## config.mk

```make
export PLATFORM = sky130hd
export DESIGN_NAME = xc_malu_seq
export DESIGN_NICKNAME = d
export VERILOG_FILES = /design/src/rtl/xc_malu_seq.sv
export SDC_FILE = /design/constraint.sdc
export NUM_CORES = 1
export LEC_CHECK = 0
export ABC_AREA = 1
export CAP_MARGIN = 0
export CORE_AREA = 2 2 256 258
export DETAILED_ROUTE_END_ITERATION = 10
export DIE_AREA = 0 0 258 260
export PLACE_DENSITY = 0.43
export REMOVE_ABC_BUFFERS = 1
export SYNTH_ARGS = -nofsm -noshare
export SYNTH_HDL_FRONTEND = slang
export SYNTH_SLANG_ARGS = --single-unit
```

## constraint.sdc

```tcl
create_clock -name clock -period 63 [get_ports clock]
set_input_delay 9.45 -clock clock [delete_from_list [all_inputs] [get_ports clock]]
set_output_delay 9.45 -clock clock [all_outputs]
set_load 0.05 [all_outputs]
```

## src/rtl/xc_malu_seq.sv

```systemverilog
// Iteration sequencer and packed-adder responder for the multi-cycle MALU engines.
// Optional RUN-cycle abort is enabled by defining XC_MALU_SEQ_TIMEOUT_EN (parameter TIMEOUT).
module xc_malu_seq (
  input  logic        clock,
  input  logic        resetn,
  input  logic        valid,
  input  logic        flush,
  input  logic        pw_32,
  input  logic        pw_16,
  input  logic        pw_8,
  input  logic        pw_4,
  input  logic        pw_2,
  input  logic [63:0] init_acc,
  input  logic [31:0] init_arg_0,
  input  logic [31:0] init_arg_1,
  output logic [5:0]  count,
  output logic [63:0] acc,
  output logic [31:0] arg_0,
  output logic [31:0] arg_1,
  input  logic [63:0] n_acc,
  input  logic [31:0] n_arg_0,
  input  logic [31:0] n_arg_1,
  input  logic        eng_ready,
  input  logic [63:0] eng_result,
  input  logic [31:0] padd_lhs,
  input  logic [31:0] padd_rhs,
  input  logic        padd_sub,
  input  logic        padd_cin,
  input  logic        padd_cen,
  output logic [31:0] padd_result,
  output logic [31:0] padd_cout,
  output logic [63:0] result,
  output logic        ready,
  output logic        busy,
  output logic        timeout
);

`ifdef XC_MALU_SEQ_TIMEOUT_EN
  parameter int unsigned TIMEOUT = 63;
`endif

  // Handshake: the core holds valid until ready; ready is a one-cycle registered
  // pulse, and valid still high in IDLE afterwards starts a new operation.
  typedef enum logic [1:0] {
    IDLE = 2'd0,
    RUN  = 2'd1,
    DONE = 2'd2
  } state_t;

  state_t      state_q, state_d;
  logic [5:0]  count_q;
  logic [63:0] acc_q;
  logic [31:0] arg_0_q, arg_1_q;
  logic [63:0] result_q;
  logic        ready_q;
  logic        run_timeout;

`ifdef XC_MALU_SEQ_TIMEOUT_EN
  logic timeout_q;
  assign run_timeout = (count_q == 6'(TIMEOUT)) && !eng_ready;
`else
  assign run_timeout = 1'b0;
`endif

  always_comb begin
    state_d = state_q;
    case (state_q)
      IDLE:    if (valid) state_d = RUN;
      RUN:     if (eng_ready || run_timeout) state_d = DONE;
      DONE:    state_d = IDLE;
      default: state_d = IDLE;
    endcase
    if (flush) state_d = IDLE;
  end

  always_ff @(posedge clock) begin
    if (!resetn) begin
      state_q <= IDLE;
      ready_q <= 1'b0;
    end else begin
      state_q <= state_d;
      ready_q <= (state_d == DONE);
    end
  end

`ifdef XC_MALU_SEQ_TIMEOUT_EN
  always_ff @(posedge clock) begin
    if (!resetn || flush) timeout_q <= 1'b0;
    else                  timeout_q <= (state_q == RUN) && run_timeout;
  end
  assign timeout = timeout_q;
`else
  assign timeout = 1'b0;
`endif

  // Iteration registers: flush clears them but deliberately leaves result intact.
  always_ff @(posedge clock) begin
    if (!resetn) begin
      count_q  <= '0;
      acc_q    <= '0;
      arg_0_q  <= '0;
      arg_1_q  <= '0;
      result_q <= '0;
    end else if (flush) begin
      count_q <= '0;
      acc_q   <= '0;
      arg_0_q <= '0;
      arg_1_q <= '0;
    end else begin
      case (state_q)
        IDLE: begin
          if (valid) begin
            count_q <= '0;
            acc_q   <= init_acc;
            arg_0_q <= init_arg_0;
            arg_1_q <= init_arg_1;
          end
        end
        RUN: begin
          acc_q   <= n_acc;
          arg_0_q <= n_arg_0;
          arg_1_q <= n_arg_1;
          count_q <= (count_q == 6'd63) ? 6'd63 : count_q + 6'd1;
          if (eng_ready)        result_q <= eng_result;
          else if (run_timeout) result_q <= '0;
        end
        default: ;
      endcase
    end
  end

  assign count  = count_q;
  assign acc    = acc_q;
  assign arg_0  = arg_0_q;
  assign arg_1  = arg_1_q;
  assign result = result_q;
  assign ready  = ready_q;
  assign busy   = (state_q != IDLE);

  // Packed adder: elem_lsb marks the bit positions where a new element starts.
  logic [31:0] elem_lsb;
  logic [31:0] rhs_eff;
  logic [31:0] sum;
  logic [31:0] cout_raw;
  logic        carry;

  always_comb begin
    if (pw_32)      elem_lsb = 32'h0000_0001;
    else if (pw_16) elem_lsb = 32'h0001_0001;
    else if (pw_8)  elem_lsb = 32'h0101_0101;
    else if (pw_4)  elem_lsb = 32'h1111_1111;
    else if (pw_2)  elem_lsb = 32'h5555_5555;
    else            elem_lsb = 32'h0000_0001;
  end

  always_comb begin
    rhs_eff  = padd_sub ? ~padd_rhs : padd_rhs;
    sum      = '0;
    cout_raw = '0;
    carry    = 1'b0;
    for (int i = 0; i < 32; i++) begin
      if (elem_lsb[i])    carry = padd_cin ^ padd_sub;
      else if (!padd_cen) carry = 1'b0;
      sum[i]      = padd_lhs[i] ^ rhs_eff[i] ^ carry;
      carry       = (padd_lhs[i] & rhs_eff[i]) | (padd_lhs[i] & carry) | (rhs_eff[i] & carry);
      cout_raw[i] = carry;
    end
  end

  assign padd_result = sum;
  assign padd_cout   = padd_cen ? cout_raw : 32'h0;

endmodule

```

---- Word-level counts from Yosys, hierarchy flattened ----
Cells that the tools add are included.
word-level totals
  bits in registers ....................... 201
  output and inout port bits .............. 265
  logic and storage cells ................. 329
cells by class
  reduce and logical (&&, ||, !) cells .... 6
  $add $sub $neg .......................... 1
  equal/unequal tests ..................... 4
  bitwise gates (word level) .............. 228
  multiplexer cells ....................... 83
operator list
  cell                   count
  $mux W31               5
  $mux W32               4
  $pmux W32 S2           2
  $pmux W64 S2           1
  $and A1 B1 Y1          96
  $xor A1 B1 Y1          65
  $mux W64               1
  $or A1 B1 Y1           64
  $mux W1                63
  $not A32 Y32           1
  $mux W6                2
  $pmux W6 S2            1
  $add A6 B1 Y6 const B  1
  $eq A6 B6 Y1 const B   1
  $mux W2                3
  $pmux W2 S2            1
  $reduce_bool A2 Y1     2
  $reduce_and A3 Y1      1
  $eq A2 B1 Y1 const B   1
  $eq A2 B2 Y1 const B   1
  $logic_not A2 Y1       1
  $ne A2 B2 Y1 const B   1
  $not A1 Y1             2
  $reduce_and A2 Y1      1
  $reduce_or A2 Y1       1

---- Depth between registers and ports, before layout ----
  word-level depth ........................ 165
  gate-level depth with buffers ........... 97
  mapped depth without buffers ............ 95

---- Least setup slack after synthesis ----
Ideal clock, no wire load.
  kind .................................... input-to-output
  from .................................... in padd_sub
  to ...................................... out padd_result[31]
  path slack .............................. 12567 ps
  data arrival time ....................... 40983 ps
  stages .................................. 96
  path buffers ............................ 2
  cells stage by stage .................... buf_2 > buf_2 > xnor2_1 > fa_1 > nor2_1 > inv_1 > fa_1 > o21ai_0 > nand2_1 > fa_1 > nor2_1 > inv_1 > fa_1 > o21ai_0 > nand2_1 > fa_1 > nor2_1 > inv_1 > [60 not listed] > fa_1 > o21ai_0 > nand2_1 > fa_1 > nor2_1 > inv_1 > fa_1 > o21ai_0 > nand2_1 > fa_1 > nor2_1 > inv_1 > fa_1 > o21ai_0 > nand2_1 > fa_1 > nor2_1 > xor2_1
between the ends
  word-level cells in the longest chain between the ends .. 158
RTL lines
  item                       line  RTL
  start, declared            27    input logic padd_sub,
  $xor A1 B1 Y1              162   if (elem_lsb[i]) carry = padd_cin ^ padd_sub;
  $mux W1                    162
  $and A1 B1 Y1              165   carry = (padd_lhs[i] & rhs_eff[i]) | (padd_lhs[i] & carry) | (rhs_eff[i] & carry);
  $or A1 B1 Y1 (2 in a row)  165
  $mux W1                    163   else if (!padd_cen) carry = 1'b0;
  $mux W1                    162
  $and A1 B1 Y1              165
  $or A1 B1 Y1 (2 in a row)  165
  [138 not listed]           -
  $or A1 B1 Y1 (2 in a row)  165
  $mux W1                    163
  $mux W1                    162
  $and A1 B1 Y1              165
  $or A1 B1 Y1 (2 in a row)  165
  $mux W1                    163
  $mux W1                    162
  $xor A1 B1 Y1 (*)          164   sum[i] = padd_lhs[i] ^ rhs_eff[i] ^ carry;
  end, declared              30    output logic [31:0] padd_result,
Every way passes the cells marked *; elsewhere a longest branch is shown, timed or not.

---- Worst setup path in the final report ----
  from .................................... in padd_sub
  to ...................................... out padd_cout[31]
between the ends
  word-level cells in the longest chain between the ends .. 161
RTL lines
  item                       line  RTL
  $xor A1 B1 Y1              162
  $mux W1                    162
  $and A1 B1 Y1              165
  $or A1 B1 Y1 (2 in a row)  165
  $mux W1                    163
  $mux W1                    162
  $and A1 B1 Y1              165
  $or A1 B1 Y1 (2 in a row)  165
  [142 not listed]           -
  $and A1 B1 Y1              165
  $or A1 B1 Y1 (2 in a row)  165
  $mux W1                    163
  $mux W1                    162
  $and A1 B1 Y1              165
  $or A1 B1 Y1               165
  $or A1 B1 Y1 (*)           165
  $mux W32 (*)               171   assign padd_cout = padd_cen ? cout_raw : 32'h0;
  end, declared              31    output logic [31:0] padd_cout,
Marked as above.

==> results.sh <==
export IMPL_status="completed"
export IMPL_cts_buffers=28
export IMPL_synthDistinctLibCells=31
export IMPL_grt_pass1_wl_um=75200
export IMPL_grt_pass1_vias=11200
export IMPL_min_period_ns=40.93
export IMPL_synth_seq_cells=201
export IMPL_cp_start_kind="input port"
export IMPL_die_area_sq_mm=0.0671
export IMPL_multi_input_area_sq_mm=0.00443
export IMPL_min_path_type="register to register"
export IMPL_die_w_um=258
export IMPL_synth_avg_cell_area_sq_um=8.14
export IMPL_max_freq_ghz=0.0244
export IMPL_synthCells=1157
export IMPL_dr_pass1_iters=4
export IMPL_irDropWorstVdd_mv=0.0181
export IMPL_maxSlewViolCount=0
export IMPL_power_mw=0.426
export IMPL_htreeDepth=1
export IMPL_regArea_sq_mm=0.00402
export IMPL_cp_max_fo=33
export IMPL_dp_hpwl_um=43300
export IMPL_cts_max_path_buffers=3
export IMPL_drtIter0Drc=476
export IMPL_totalWireLength_um=53800
export IMPL_initial_utilization_pct=14.7
export IMPL_cts_tree="yes"
export IMPL_path_common_cell="fa_1"
export IMPL_avgViaCountPerCell=4.04
export IMPL_clk_pin_slew_ns=0.06
export IMPL_wl_per_cell_um=20.4
export IMPL_antenna_cells=0
export IMPL_setup_viol=0
export IMPL_cts_setup_buffers=0
export IMPL_power_density_mw_per_mm2=24.4
export IMPL_ios=662
export IMPL_synth_area_leader_cell="dfxtp_1"
export IMPL_vias=10600
export IMPL_maxCapViolCount=0
export IMPL_fill_cells=6900
export IMPL_synth_top_area_share_pct=42.7
export IMPL_cts_sinks=201
export IMPL_port_buffers=660
export IMPL_relSlewSlack_pct=39.4
export IMPL_syn_to_final_growth_pct=85.3
export IMPL_hold_viol_final=0
export IMPL_final_setup_skew_ns=0.0347
export IMPL_period_share_pct=65.0
export IMPL_worstPathArrival_ns=31.48
export IMPL_final_cells=2635
export IMPL_track_usage_pct=15.2
export IMPL_cpPeakStageDelay_ns=0.81
export IMPL_gp_congestion=0.888
export IMPL_dieHeight_um=260
export IMPL_synth_area_top_cells="dfxtp_1 (43%), o22ai_1 (8.5%), a21oi_1 (7.2%)"
export IMPL_synth_warnings=0
export IMPL_rsz0062_at_grt="false"
export IMPL_route_detailed_drc=0
export IMPL_postCtsHoldBufs=0
export IMPL_cp_required_ns=53.55
export IMPL_antenna_found_initial=5
export IMPL_gr_total_overflow=0
export IMPL_drive_above_1_share_pct=4.04
export IMPL_core_area_sq_mm=0.0641
export IMPL_syn_cell_area_sq_mm=0.00942
export IMPL_cp_slowest_cell="clkdlybuf4s50_1"
export IMPL_cts_repair_resized=0
export IMPL_num_rows=93
export IMPL_cts_root_buffer="clkbuf_16"
export IMPL_leakage_nw=6.49
export IMPL_critPathCaptureType="output port"
export IMPL_grt_max_degree=100
export IMPL_nNetsFinal=2190
export IMPL_criticalPathCategory="input port to output port"
export IMPL_clock_latency_ns=0.59
export IMPL_tightest_slew_ns=0.908
export IMPL_tns_ns=0
export IMPL_final_antenna_net_count=0
export IMPL_placedCellCount=2585
export IMPL_ys_seq_area_share_pct=42.7
-- layout by cell type (no fill, tap or decap) --
cell type	count
nand2_1	44
xnor2_2	1
nand4_1	2
o21ai_1	96
clkbuf_16	28
nor2_4	1
inv_1	83
o21ai_4	1
clkinv_1	1
xnor2_1	32
clkbuf_8	7
nor2_1	169
o22ai_1	128
conb_1	1
o21ai_2	6
nor3_1	1
clkinv_2	3
o21bai_1	1
o21ai_0	107
ha_1	2
clkbuf_1	8
xor2_1	2
clkinv_16	1
dfxtp_1	201
clkinv_4	3
buf_2	2
inv_4	1
fa_1	31
nand3_1	5
a21oi_1	136
inv_8	1
nor3_4	1
buf_4	13
nor2_8	1
clkdlybuf4s50_1	658
inv_2	2
-- state kept, by name (all words and copies together), names as in the netlist --
signal / count
count: 6
arg_0: 32
state_q: 2
ready: 1
acc: 64
result: 64
arg_1: 32
-- final cells by class --
class | instances | share of cell area, %
clock inverters | 7 | 0.409
well taps | 855 | 6.13
repair buffers | 673 | 38.4
clock buffers | 43 | 4.74
inverters | 88 | 1.95
multi-input cells | 768 | 25.4
flip-flops and latches | 201 | 23.1
-- logic make-up (layout without fill, tap and decap cells) --
kind of cell	count (synthesis)	in the layout	synth area share, %
AO/OA/AOI/OAI	475	475	27.3
XOR/XNOR	35	35	3.33
AND/OR/NAND/NOR	224	224	9.32
buffers and inverters	188	811	10.4
flip-flops	201	201	42.7
adder cells (fa/ha/maj)	33	33	6.85
other	1	1	0.0398
-- cells in the mapped netlist, drive strengths merged --
cell / n
o21bai: 1
nor3: 2
o22ai: 128
conb: 1
fa: 31
xor2: 2
a21oi: 136
nand4: 2
clkinv: 1
buf: 67
inv: 87
ha: 2
clkbuf: 33
nand3: 5
nor2: 171
o21ai: 210
nand2: 44
xnor2: 33
dfxtp: 201
-- per-stage QoR --
stage	worst slack (ns)	instance area, sq um	hold slack (ns)	utilization [%]
6_report	22.07	17500	0.499	27.2
4_1_cts	21.98	17500	0.504	27.2
3_3_place_gp	22.41	16600	0.495	25.8
3_5_place_dp	22.05	16600	0.491	25.8
5_1_grt	20.31	17500	0.525	27.2
2_1_floorplan	12.48	8770	0.573	-
-- report_power, final --
part           switching [mW]  internal (mW)
clock                  0.0648         0.0903
combinational          0.0826         0.0530
sequential            0.00297          0.133
total                   0.150          0.276
-- critical path: cells and delay by family --
| kind | cells | cell delay (ns) |
|---|---|---|
| AOI/OAI and AO/OA | 16 | 2.49 |
| xor gates and xnor gates | 1 | 0.21 |
| adders and majority gates | 31 | 12.47 |
| buffers and inverters | 18 | 2.49 |
| and+or+nand+nor | 32 | 4.29 |
-- path summary, 6_finish.rpt --
kind | cells past startpoint | slack [ns] | end | startpoint
worst max-delay path | 98 | 22.07 | padd_cout[31] | padd_sub
worst min-delay path | 2 | 0.50 | count[5]$_SDFFE_PP0P_ | count[5]$_SDFFE_PP0P_
worst max register to register | 5 | 60.07 | acc[3]$_SDFFE_PP0P_ | state_q[0]$_SDFF_PN0_
worst min register to register | 2 | 0.50 | count[5]$_SDFFE_PP0P_ | count[5]$_SDFFE_PP0P_
-- per-layer routing --
| layer | share of wire (%) | up-vias | track usage, % |
|---|---|---|---|
| li1 | - | 5168 | - |
| met1 | 31 | 4912 | 12.8 |
| met2 | 56 | 488 | 31.4 |
| met3 | 9.7 | 71 | 5.95 |
| met4 | 3.8 | 10 | 5.51 |
| met5 | 0.12 | - | 0 |
Note: power is estimated with default switching activity, not from simulation.
